## config.mk

```make
export PLATFORM = sky130hd
export DESIGN_NAME = decode_control_flat
export DESIGN_NICKNAME = d
export VERILOG_FILES = /design/src/rtl/decode_control_if.sv /design/src/rtl/decode_control.sv /design/src/flat_wrapper.sv
export SDC_FILE = /design/constraint.sdc
export NUM_CORES = 1
export LEC_CHECK = 0
export ABC_AREA = 0
export CELL_PAD_IN_SITES_DETAIL_PLACEMENT = 1
export CELL_PAD_IN_SITES_GLOBAL_PLACEMENT = 1
export CORE_MARGIN = 3
export CORE_UTILIZATION = 32
export CTS_CLUSTER_DIAMETER = 30
export DETAILED_ROUTE_END_ITERATION = 10
export PLACE_DENSITY_LB_ADDON = 0.1
export SYNTH_ARGS = -nofsm -noshare
export SYNTH_HDL_FRONTEND = slang
export SYNTH_SLANG_ARGS = --single-unit
```

## constraint.sdc

```tcl
create_clock -name Clk -period 3.9 [get_ports Clk]
set_clock_uncertainty 0.05 [all_clocks]
set_input_delay 0.78 -clock Clk [delete_from_list [all_inputs] [get_ports Clk]]
set_output_delay 0.78 -clock Clk [all_outputs]
set_load 0.02 [all_outputs]
```

## src/rtl/decode_control_if.sv

```systemverilog
// decode_control_if
// Bundles the signals between the instruction decoder and the rest of the
// processor (fetch register, program counter, ROM, accumulator/ALU, flags).
//   master : the decoder side; samples opcode, operand, ROM byte and flags,
//            drives every enable, the ALU select, the PC jump target and Halted.
//   slave  : the datapath side; the mirror image of master.
// Clock and reset are not part of the bundle and stay plain module ports.
interface decode_control_if;
   logic [3:0]  Instr;
   logic [3:0]  Oprnd;
   logic [7:0]  Datos_Rom;
   logic        C_flag;
   logic        Z_flag;
   logic        Enable_Fetch;
   logic        Enable_PCounter;
   logic        Activacion_PCounter_Load;
   logic [11:0] Load_PCounter;
   logic        Enable_Acc;
   logic        Enable_Flags;
   logic [2:0]  Alu_Sel;
   logic        Enable_Out;
   logic        Halted;

   modport master (
      input  Instr, Oprnd, Datos_Rom, C_flag, Z_flag,
      output Enable_Fetch, Enable_PCounter, Activacion_PCounter_Load,
             Load_PCounter, Enable_Acc, Enable_Flags, Alu_Sel,
             Enable_Out, Halted
   );

   modport slave (
      output Instr, Oprnd, Datos_Rom, C_flag, Z_flag,
      input  Enable_Fetch, Enable_PCounter, Activacion_PCounter_Load,
             Load_PCounter, Enable_Acc, Enable_Flags, Alu_Sel,
             Enable_Out, Halted
   );
endinterface

```

## src/rtl/decode_control.sv

```systemverilog
// decode_control
// Control unit of a small 4-bit-opcode processor. A four-state FSM sequences
// fetch, execute, PC load (taken jumps) and halt.
// Ports:
//   Clk   : system clock, all state changes on the rising edge
//   Reset : asynchronous, active-high; forces S_FETCH and drives all outputs 0
//   bus   : decode_control_if.master
//           inputs  Instr/Oprnd (fetch register), Datos_Rom (ROM byte at PC),
//                   C_flag/Z_flag (datapath flags)
//           outputs fetch/PC/accumulator/flag/output enables, ALU select,
//                   PC load pulse with its 12-bit target, Halted
// One-byte instructions take 2 cycles, not-taken jumps 2, taken jumps 3.
module decode_control (
   input  logic         Clk,
   input  logic         Reset,
   decode_control_if.master bus
);

   typedef enum logic [1:0] {
      S_FETCH = 2'd0,
      S_EXEC  = 2'd1,
      S_LOAD  = 2'd2,
      S_HALT  = 2'd3
   } state_t;

   state_t      state_q, state_d;
   logic [3:0]  addr_hi_q, addr_hi_d;
   logic [7:0]  addr_lo_q, addr_lo_d;
   logic [11:0] load_pc_q, load_pc_d;

   logic        jump_op;
   logic        jump_taken;

   logic        en_fetch;
   logic        en_pc;
   logic        pc_load;
   logic        en_acc;
   logic        en_flags;
   logic [2:0]  alu_sel;
   logic        en_out;
   logic        halted;

   // Jump opcodes 0x8..0xC and whether their condition holds for the flags
   // presented during execute. Only meaningful while in S_EXEC.
   always_comb begin
      jump_op    = 1'b0;
      jump_taken = 1'b0;
      case (bus.Instr)
         4'h8: begin jump_op = 1'b1; jump_taken = 1'b1;           end
         4'h9: begin jump_op = 1'b1; jump_taken = bus.C_flag;     end
         4'hA: begin jump_op = 1'b1; jump_taken = ~bus.C_flag;    end
         4'hB: begin jump_op = 1'b1; jump_taken = bus.Z_flag;     end
         4'hC: begin jump_op = 1'b1; jump_taken = ~bus.Z_flag;    end
         default: begin jump_op = 1'b0; jump_taken = 1'b0;        end
      endcase
   end

   // Next-state logic. During execute of any jump the second instruction byte
   // is already on the ROM output (PC advanced in fetch), so the target halves
   // are captured then. The visible jump target only changes for a taken jump,
   // so Load_PCounter keeps its previous value across not-taken jumps.
   always_comb begin
      state_d   = state_q;
      addr_hi_d = addr_hi_q;
      addr_lo_d = addr_lo_q;
      load_pc_d = load_pc_q;
      case (state_q)
         S_FETCH: state_d = S_EXEC;
         S_EXEC: begin
            if (jump_op) begin
               addr_hi_d = bus.Oprnd;
               addr_lo_d = bus.Datos_Rom;
               if (jump_taken) begin
                  load_pc_d = {bus.Oprnd, bus.Datos_Rom};
                  state_d   = S_LOAD;
               end else begin
                  state_d   = S_FETCH;
               end
            end else if (bus.Instr == 4'hF) begin
               state_d = S_HALT;
            end else begin
               state_d = S_FETCH;
            end
         end
         S_LOAD:  state_d = S_FETCH;
         S_HALT:  state_d = S_HALT;
         default: state_d = S_FETCH;
      endcase
   end

   // State and jump-target registers. Reset clears everything at once, which
   // also discards any jump that was half way through execute or load.
   always_ff @(posedge Clk or posedge Reset) begin
      if (Reset) begin
         state_q   <= S_FETCH;
         addr_hi_q <= 4'h0;
         addr_lo_q <= 8'h00;
         load_pc_q <= 12'h000;
      end else begin
         state_q   <= state_d;
         addr_hi_q <= addr_hi_d;
         addr_lo_q <= addr_lo_d;
         load_pc_q <= load_pc_d;
      end
   end

   // Output decode. Reset parks the FSM in S_FETCH, whose outputs are not all
   // zero, so every enable is also gated by Reset to keep outputs quiet while
   // it is held. Execute is the only state that looks at the opcode and flags.
   // Jumps bump the PC in execute so it steps past the second byte; a taken
   // jump then overwrites it in S_LOAD, where no other PC control is active.
   always_comb begin
      en_fetch = 1'b0;
      en_pc    = 1'b0;
      pc_load  = 1'b0;
      en_acc   = 1'b0;
      en_flags = 1'b0;
      alu_sel  = 3'b000;
      en_out   = 1'b0;
      halted   = 1'b0;
      if (!Reset) begin
         case (state_q)
            S_FETCH: begin
               en_fetch = 1'b1;
               en_pc    = 1'b1;
            end
            S_EXEC: begin
               case (bus.Instr)
                  4'h1: begin en_acc = 1'b1; alu_sel = 3'b000; end
                  4'h2: begin en_acc = 1'b1; en_flags = 1'b1; alu_sel = 3'b001; end
                  4'h3: begin en_acc = 1'b1; en_flags = 1'b1; alu_sel = 3'b010; end
                  4'h4: begin en_acc = 1'b1; en_flags = 1'b1; alu_sel = 3'b011; end
                  4'h5: begin en_acc = 1'b1; en_flags = 1'b1; alu_sel = 3'b100; end
                  4'h6: begin en_flags = 1'b1; alu_sel = 3'b010; end
                  4'h7: en_out = 1'b1;
                  4'h8, 4'h9, 4'hA, 4'hB, 4'hC: en_pc = 1'b1;
                  default: en_out = 1'b0;
               endcase
            end
            S_LOAD:  pc_load = 1'b1;
            S_HALT:  halted  = 1'b1;
            default: halted  = 1'b0;
         endcase
      end
   end

   assign bus.Enable_Fetch             = en_fetch;
   assign bus.Enable_PCounter          = en_pc;
   assign bus.Activacion_PCounter_Load = pc_load;
   assign bus.Load_PCounter            = load_pc_q;
   assign bus.Enable_Acc               = en_acc;
   assign bus.Enable_Flags             = en_flags;
   assign bus.Alu_Sel                  = alu_sel;
   assign bus.Enable_Out               = en_out;
   assign bus.Halted                   = halted;

endmodule

```

## src/flat_wrapper.sv

```systemverilog
// flat-port wrapper written by rule: the top's interface ports become plain ports
module decode_control_flat 
  (Clk, Reset, bus_Instr, bus_Oprnd, bus_Datos_Rom, bus_C_flag, bus_Z_flag, bus_Enable_Fetch, bus_Enable_PCounter, bus_Activacion_PCounter_Load, bus_Load_PCounter, bus_Enable_Acc, bus_Enable_Flags, bus_Alu_Sel, bus_Enable_Out, bus_Halted);
  decode_control_if bus_i ();
  input  logic Clk;
  input  logic Reset;
  input wire logic [$bits(bus_i.Instr)-1:0] bus_Instr;
  input wire logic [$bits(bus_i.Oprnd)-1:0] bus_Oprnd;
  input wire logic [$bits(bus_i.Datos_Rom)-1:0] bus_Datos_Rom;
  input wire logic [$bits(bus_i.C_flag)-1:0] bus_C_flag;
  input wire logic [$bits(bus_i.Z_flag)-1:0] bus_Z_flag;
  output wire logic [$bits(bus_i.Enable_Fetch)-1:0] bus_Enable_Fetch;
  output wire logic [$bits(bus_i.Enable_PCounter)-1:0] bus_Enable_PCounter;
  output wire logic [$bits(bus_i.Activacion_PCounter_Load)-1:0] bus_Activacion_PCounter_Load;
  output wire logic [$bits(bus_i.Load_PCounter)-1:0] bus_Load_PCounter;
  output wire logic [$bits(bus_i.Enable_Acc)-1:0] bus_Enable_Acc;
  output wire logic [$bits(bus_i.Enable_Flags)-1:0] bus_Enable_Flags;
  output wire logic [$bits(bus_i.Alu_Sel)-1:0] bus_Alu_Sel;
  output wire logic [$bits(bus_i.Enable_Out)-1:0] bus_Enable_Out;
  output wire logic [$bits(bus_i.Halted)-1:0] bus_Halted;
  assign bus_i.Instr = bus_Instr;
  assign bus_i.Oprnd = bus_Oprnd;
  assign bus_i.Datos_Rom = bus_Datos_Rom;
  assign bus_i.C_flag = bus_C_flag;
  assign bus_i.Z_flag = bus_Z_flag;
  assign bus_Enable_Fetch = bus_i.Enable_Fetch;
  assign bus_Enable_PCounter = bus_i.Enable_PCounter;
  assign bus_Activacion_PCounter_Load = bus_i.Activacion_PCounter_Load;
  assign bus_Load_PCounter = bus_i.Load_PCounter;
  assign bus_Enable_Acc = bus_i.Enable_Acc;
  assign bus_Enable_Flags = bus_i.Enable_Flags;
  assign bus_Alu_Sel = bus_i.Alu_Sel;
  assign bus_Enable_Out = bus_i.Enable_Out;
  assign bus_Halted = bus_i.Halted;
  decode_control u_core (.Clk(Clk), .Reset(Reset), .bus(bus_i));
endmodule
```

## Word level (Yosys, flattened, before mapping)

Index checks and enable logic that the tools add are counted.

| word-level totals | value |
|---|---|
| register bits | 14 |
| latch bits | 0 |
| RAM bits | 0 |
| memory bits (read-only) | 0 |
| bits of input ports | 20 |
| logic and storage cells | 52 |
| memories | 0 |

| operators by class | value |
|---|---|
| add/sub/neg operators | 0 |
| multipliers | 0 |
| div/mod/pow operators | 0 |
| $lt $le $gt $ge | 0 |
| eq/ne operators | 16 |
| shifts and indexed selects | 0 |
| muxes and demuxes | 26 |
| bitwise gates (word level) | 2 |
| reductions and logical operators | 6 |

Operators with widths:

| kind | count |
|---|---|
| 4-bit == test, second input constant | 6 |
| 1-bit 2-to-1 mux | 17 |
| 4-bit by 3-bit == test with 1-bit output, second input constant | 4 |
| 5-bit OR reduction | 3 |
| 3-bit one-hot mux with 4 select lines | 1 |
| 4-bit by 2-bit == test with 1-bit output, second input constant | 2 |
| 2-bit one-hot mux with 4 select lines | 1 |
| 2-bit 2-to-1 mux | 3 |
| 3-bit 2-to-1 mux | 2 |
| 1-bit one-hot mux with 5 select lines | 1 |
| 2-bit == test, second input constant | 2 |
| 4-bit by 1-bit == test with 1-bit output, second input constant | 1 |
| 3-bit AND reduction | 1 |
| 2-bit by 1-bit == test with 1-bit output, second input constant | 1 |
| 2-bit logical NOT | 1 |
| 1-bit NOT | 2 |
| 1-bit one-hot mux with 2 select lines | 1 |
| 2-bit OR reduction | 1 |

## Logic depth before layout (Yosys ltp)

| logic depth | value |
|---|---|
| word-level depth | 5 |
| mapped depth | 6 |

## Worst setup path before layout

Ideal clock, no wire load.

| timing path | value |
|---|---|
| kind | in2out |
| start | input port bus_Instr[3] |
| end | output port bus_Enable_Acc |
| arrival time | 1.997 ns |
| slack | 1.073 ns |
| stages on the path | 3 |
| path buffers | 1 |
| cell sequence | or4b_1 buf_2 a211oi_1 |

| between the ends | value |
|---|---|
| cells in the longest elaborated chain, start to end | 5 |
| elaborated cells on any way between the ends | 9 |
| classes of those cells | 5 x eq/ne; 3 x mux; 1 x reduce/logical |

Ends and longest elaborated chain:

| item | line | text |
|---|---|---|
| from (decl) | flat_wrapper.sv:7 | `input wire logic [$bits(bus_i.Instr)-1:0] bus_Instr;` |
| 4-bit by 1-bit == test with 1-bit output, or another cell as far along | decode_control.sv:128 | `case (bus.Instr)` |
| 5-bit OR reduction (no line) (*) | n/a |  |
| 1-bit 2-to-1 mux (*) | decode_control.sv:128 |  |
| 1-bit 2-to-1 mux (*) | decode_control.sv:122 | `case (state_q)` |
| 1-bit 2-to-1 mux (*) | decode_control.sv:121 | `if (!Reset) begin` |
| to (decl) | flat_wrapper.sv:16 | `output wire logic [$bits(bus_i.Enable_Acc)-1:0] bus_Enable_Acc;` |

Every way passes the cells marked *; elsewhere a longest branch is shown, timed or not.

## Final worst setup path

Same ends and word-level chain as after synthesis.

==> impl_results.md <==
- Tightest Hold Check Type: reg -> reg
- Largest family of logic cells by synthesized area: multiplexers
- IO Port Bufs: a little over 40
- DIE WIDTH: between 50 and 60 um
- Slew Limit Fails: 0
- Largest net degree at the start of global routing: 15
- Area delta synth->final: 52.6%
- First-pass GRT wire length: approximately 3000 um
- Net switching power figure: 0.280 mW
- Drt first pass iters: 3
- Worst slew margin: about three fifths
- Sequential area share after synthesis: roughly two fifths
- Reg-to-reg slack, setup: ~2 ns
- Async set-reset flop share out of synthesis: 100%
- Core area: approximately 2300 um2
- Sequential share of power: 33.3%
- Vias: 655
- Initial antenna violation count: 0
- CP max FO: 6
- CTS tree: yes
- Total die area: approximately 3300 um2
- Simple-Gate Fraction of Synth Area: 20.0%
- Initial Util: roughly 36%
- Sw frac: 34.9%
- Final Cycle Share: between 90% and 100%
- WL/cell: between 10 and 15 um
- Number of hold violations in the final report: 0
- RSZ-0062 raised after global routing: false
- Status: complete, no violations
- Num rows: 17
- Pwr/cell area: roughly 630 nW/um2
- Int Power: 0.522 mW
- Die Ht: between 50 and 60 um
- # diodes: 0
- Critical path origin: bus_Instr[3]
- Layout cells sized above 1: a little over a quarter
- Grt ovf: 0
- Most frequent cells in the layout: 41 x clkdlybuf4s50_1, 14 x dfrtp_1, 9 x mux2_4
- Syn_area_per_cell: ~13 um2
- Clk_lat worst skew: ~0.28 ns
- Commonest non-fill, non-tap cell in the layout: clkdlybuf4s50_1
- Max Cap Viol: 0
- Reg2reg start: u_core.state_q[1]
- Post-synthesis compound-gate area fraction: under 10%
- Adder-Cell Fraction of Synth Area: 0%
- Vias/cell: about 4.9
- Post-CTS setup buffers: 0
- Gp weighted congestion: approximately 0.7
- Boundary pin count: between 40 and 50
- XOR/XNOR Fraction of Synth Area: 1.05%
- Mux cell area share after synthesis: a little over a fifth
- Maximum vdd drop: between 0.0003 and 0.0004 V
- Fin nets: roughly 130
- Syn Nets: 86
- Vias in the first global route: approximately 650
- Yosys warning count: 0
- Reg2Reg Depth: 4
- # H-tree levels: 1
- Library cells used by synthesis: 31
- CTS root buffer: clkbuf_4
- DP HPWL: 1480 um
- Final setup TNS: 0 ns
- Num Clock Sinks: 14
- Synth Instances: between 60 and 70
- Logic gate share of total power: between 50% and 60%
- Power share of the clock group: 12.9%
- Worst Setup End Kind: primary output
- LEAKAGE: around 0.52 nW
- Setup crit start kind: input port
- Cts bufs inserted: 3
- Final setup fails: 0
- DR iter-0 viols: 4
- Post-CTS sizing: 0
- Worst Path Required: ~3.1 ns
- CP Capture Point: bus_Enable_Acc
- Clock Path Buffers: 2
- Tmin final: 3.67 ns
- Crit path kind: in -> out
- Synth Cell Area: 837 um2
- Arrival time worst endpoint: between 2 and 3 ns
- Number of flops mapped to enable cells by yosys: 0
- Final Core Density: between 50 and 60%
- Final wirelength: 1850 um
- Seq cells post-synth: 14
- ANT nets after route: 0
- Total track usage: 11.9%
- Slew @ Worst Pin: about 0.58 ns
- Ys flop type: dfrtp_1
- Reg2reg end: u_core.bus.Load_PCounter[2]
- Clock transition at path regs: about 0.080 ns
- Maximum clock frequency: approximately 270 MHz
- DRC Markers: 0
- # hold bufs at CTS: 0
==> metrics by stage <==
stage | hold WS (ns) | instance area, um2 | total power, mW | instances | setup WS [ns]
6_report | 0.464 | 1280 | 0.802 | 135 | 0.230
5_1_grt | 0.487 | 1280 | 0.855 | 135 | 0.158
4_1_cts | 0.471 | 1280 | 0.818 | 135 | 0.218
3_5_place_dp | 0.446 | 1240 | 0.707 | 131 | 0.228
3_3_place_gp | 0.441 | 1240 | 0.696 | 131 | 0.294
2_1_floorplan | 0.507 | 837 | 0.509 | 66 | 1.07
==> synth_stat cells (2+ instances only) <==
master / instances / area share [%]
buf_2: 2 / 1.2
mux2_2: 4 / 5.4
nand2_1: 4 / 1.8
nor3_1: 5 / 3.0
mux2_4: 9 / 16
nor2_1: 3 / 1.3
dfrtp_1: 14 / 42
a211oi_1: 2 / 1.8
==> state kept, by name (all words and copies together) (netlist names) <==
name	flops
u_core.bus.Load_PCounter	12
u_core.state_q	2
==> worst min-delay path by stage <==
stage                     slack (ns)                    startpoint  cells after the start                            to
after floorplan                 0.51             u_core.state_q[0]                      1             u_core.state_q[1]
after global placement          0.44   u_core.bus.Load_PCounter[4]                      1   u_core.bus.Load_PCounter[4]
after detailed placement        0.45  u_core.bus.Load_PCounter[10]                      1  u_core.bus.Load_PCounter[10]
after CTS                       0.47  u_core.bus.Load_PCounter[11]                      1  u_core.bus.Load_PCounter[11]
after global routing            0.49   u_core.bus.Load_PCounter[4]                      1   u_core.bus.Load_PCounter[4]
final                           0.46   u_core.bus.Load_PCounter[4]                      1   u_core.bus.Load_PCounter[4]
==> power groups by stage <==
stage          combinational (mW)  clock (mW)  sequential, mW
2_1_floorplan               0.170           0           0.339
3_3_place_gp                0.432           0           0.264
3_5_place_dp                0.436           0           0.271
4_1_cts                     0.439       0.110           0.269
5_1_grt                     0.457       0.117           0.281
6_report                    0.431       0.103           0.267
==> critical path, stage by stage <==
cell	delay, ns
clkdlybuf4s50_1	0.47
or4b_1	0.66
a211oi_1	0.28
clkdlybuf4s50_1	0.65
==> cells by family after synthesis <==
group | after synthesis
muxes | 13
AOI/OAI and AO/OA | 7
xor gates and xnor gates | 1
DFF | 14
and+or+nand+nor | 25
buffers and inverters | 6
==> per-layer routing <==
| layer | routed length [um] | global-route usage (%) | vias up |
|---|---|---|---|
| li1 | - | - | 317 |
| met1 | 766 | 14.3 | 313 |
| met5 | 0 | 0 | - |
| met3 | 162 | 5.66 | 2 |
| met2 | 914 | 19.1 | 23 |
| met4 | 11 | 2.98 | 0 |
==> layout make-up <==
type / count / area [um2]
Clock buffer: 4 / 36.3
Fill cell: 259 / 1060
Inverter: 1 / 3.75
Multi-Input combinational cell: 46 / 434
Sequential cell: 14 / 350
Tap cell: 28 / 35.0
Timing Repair Buffer: 42 / 418
(Power assumes the default switching activity.)
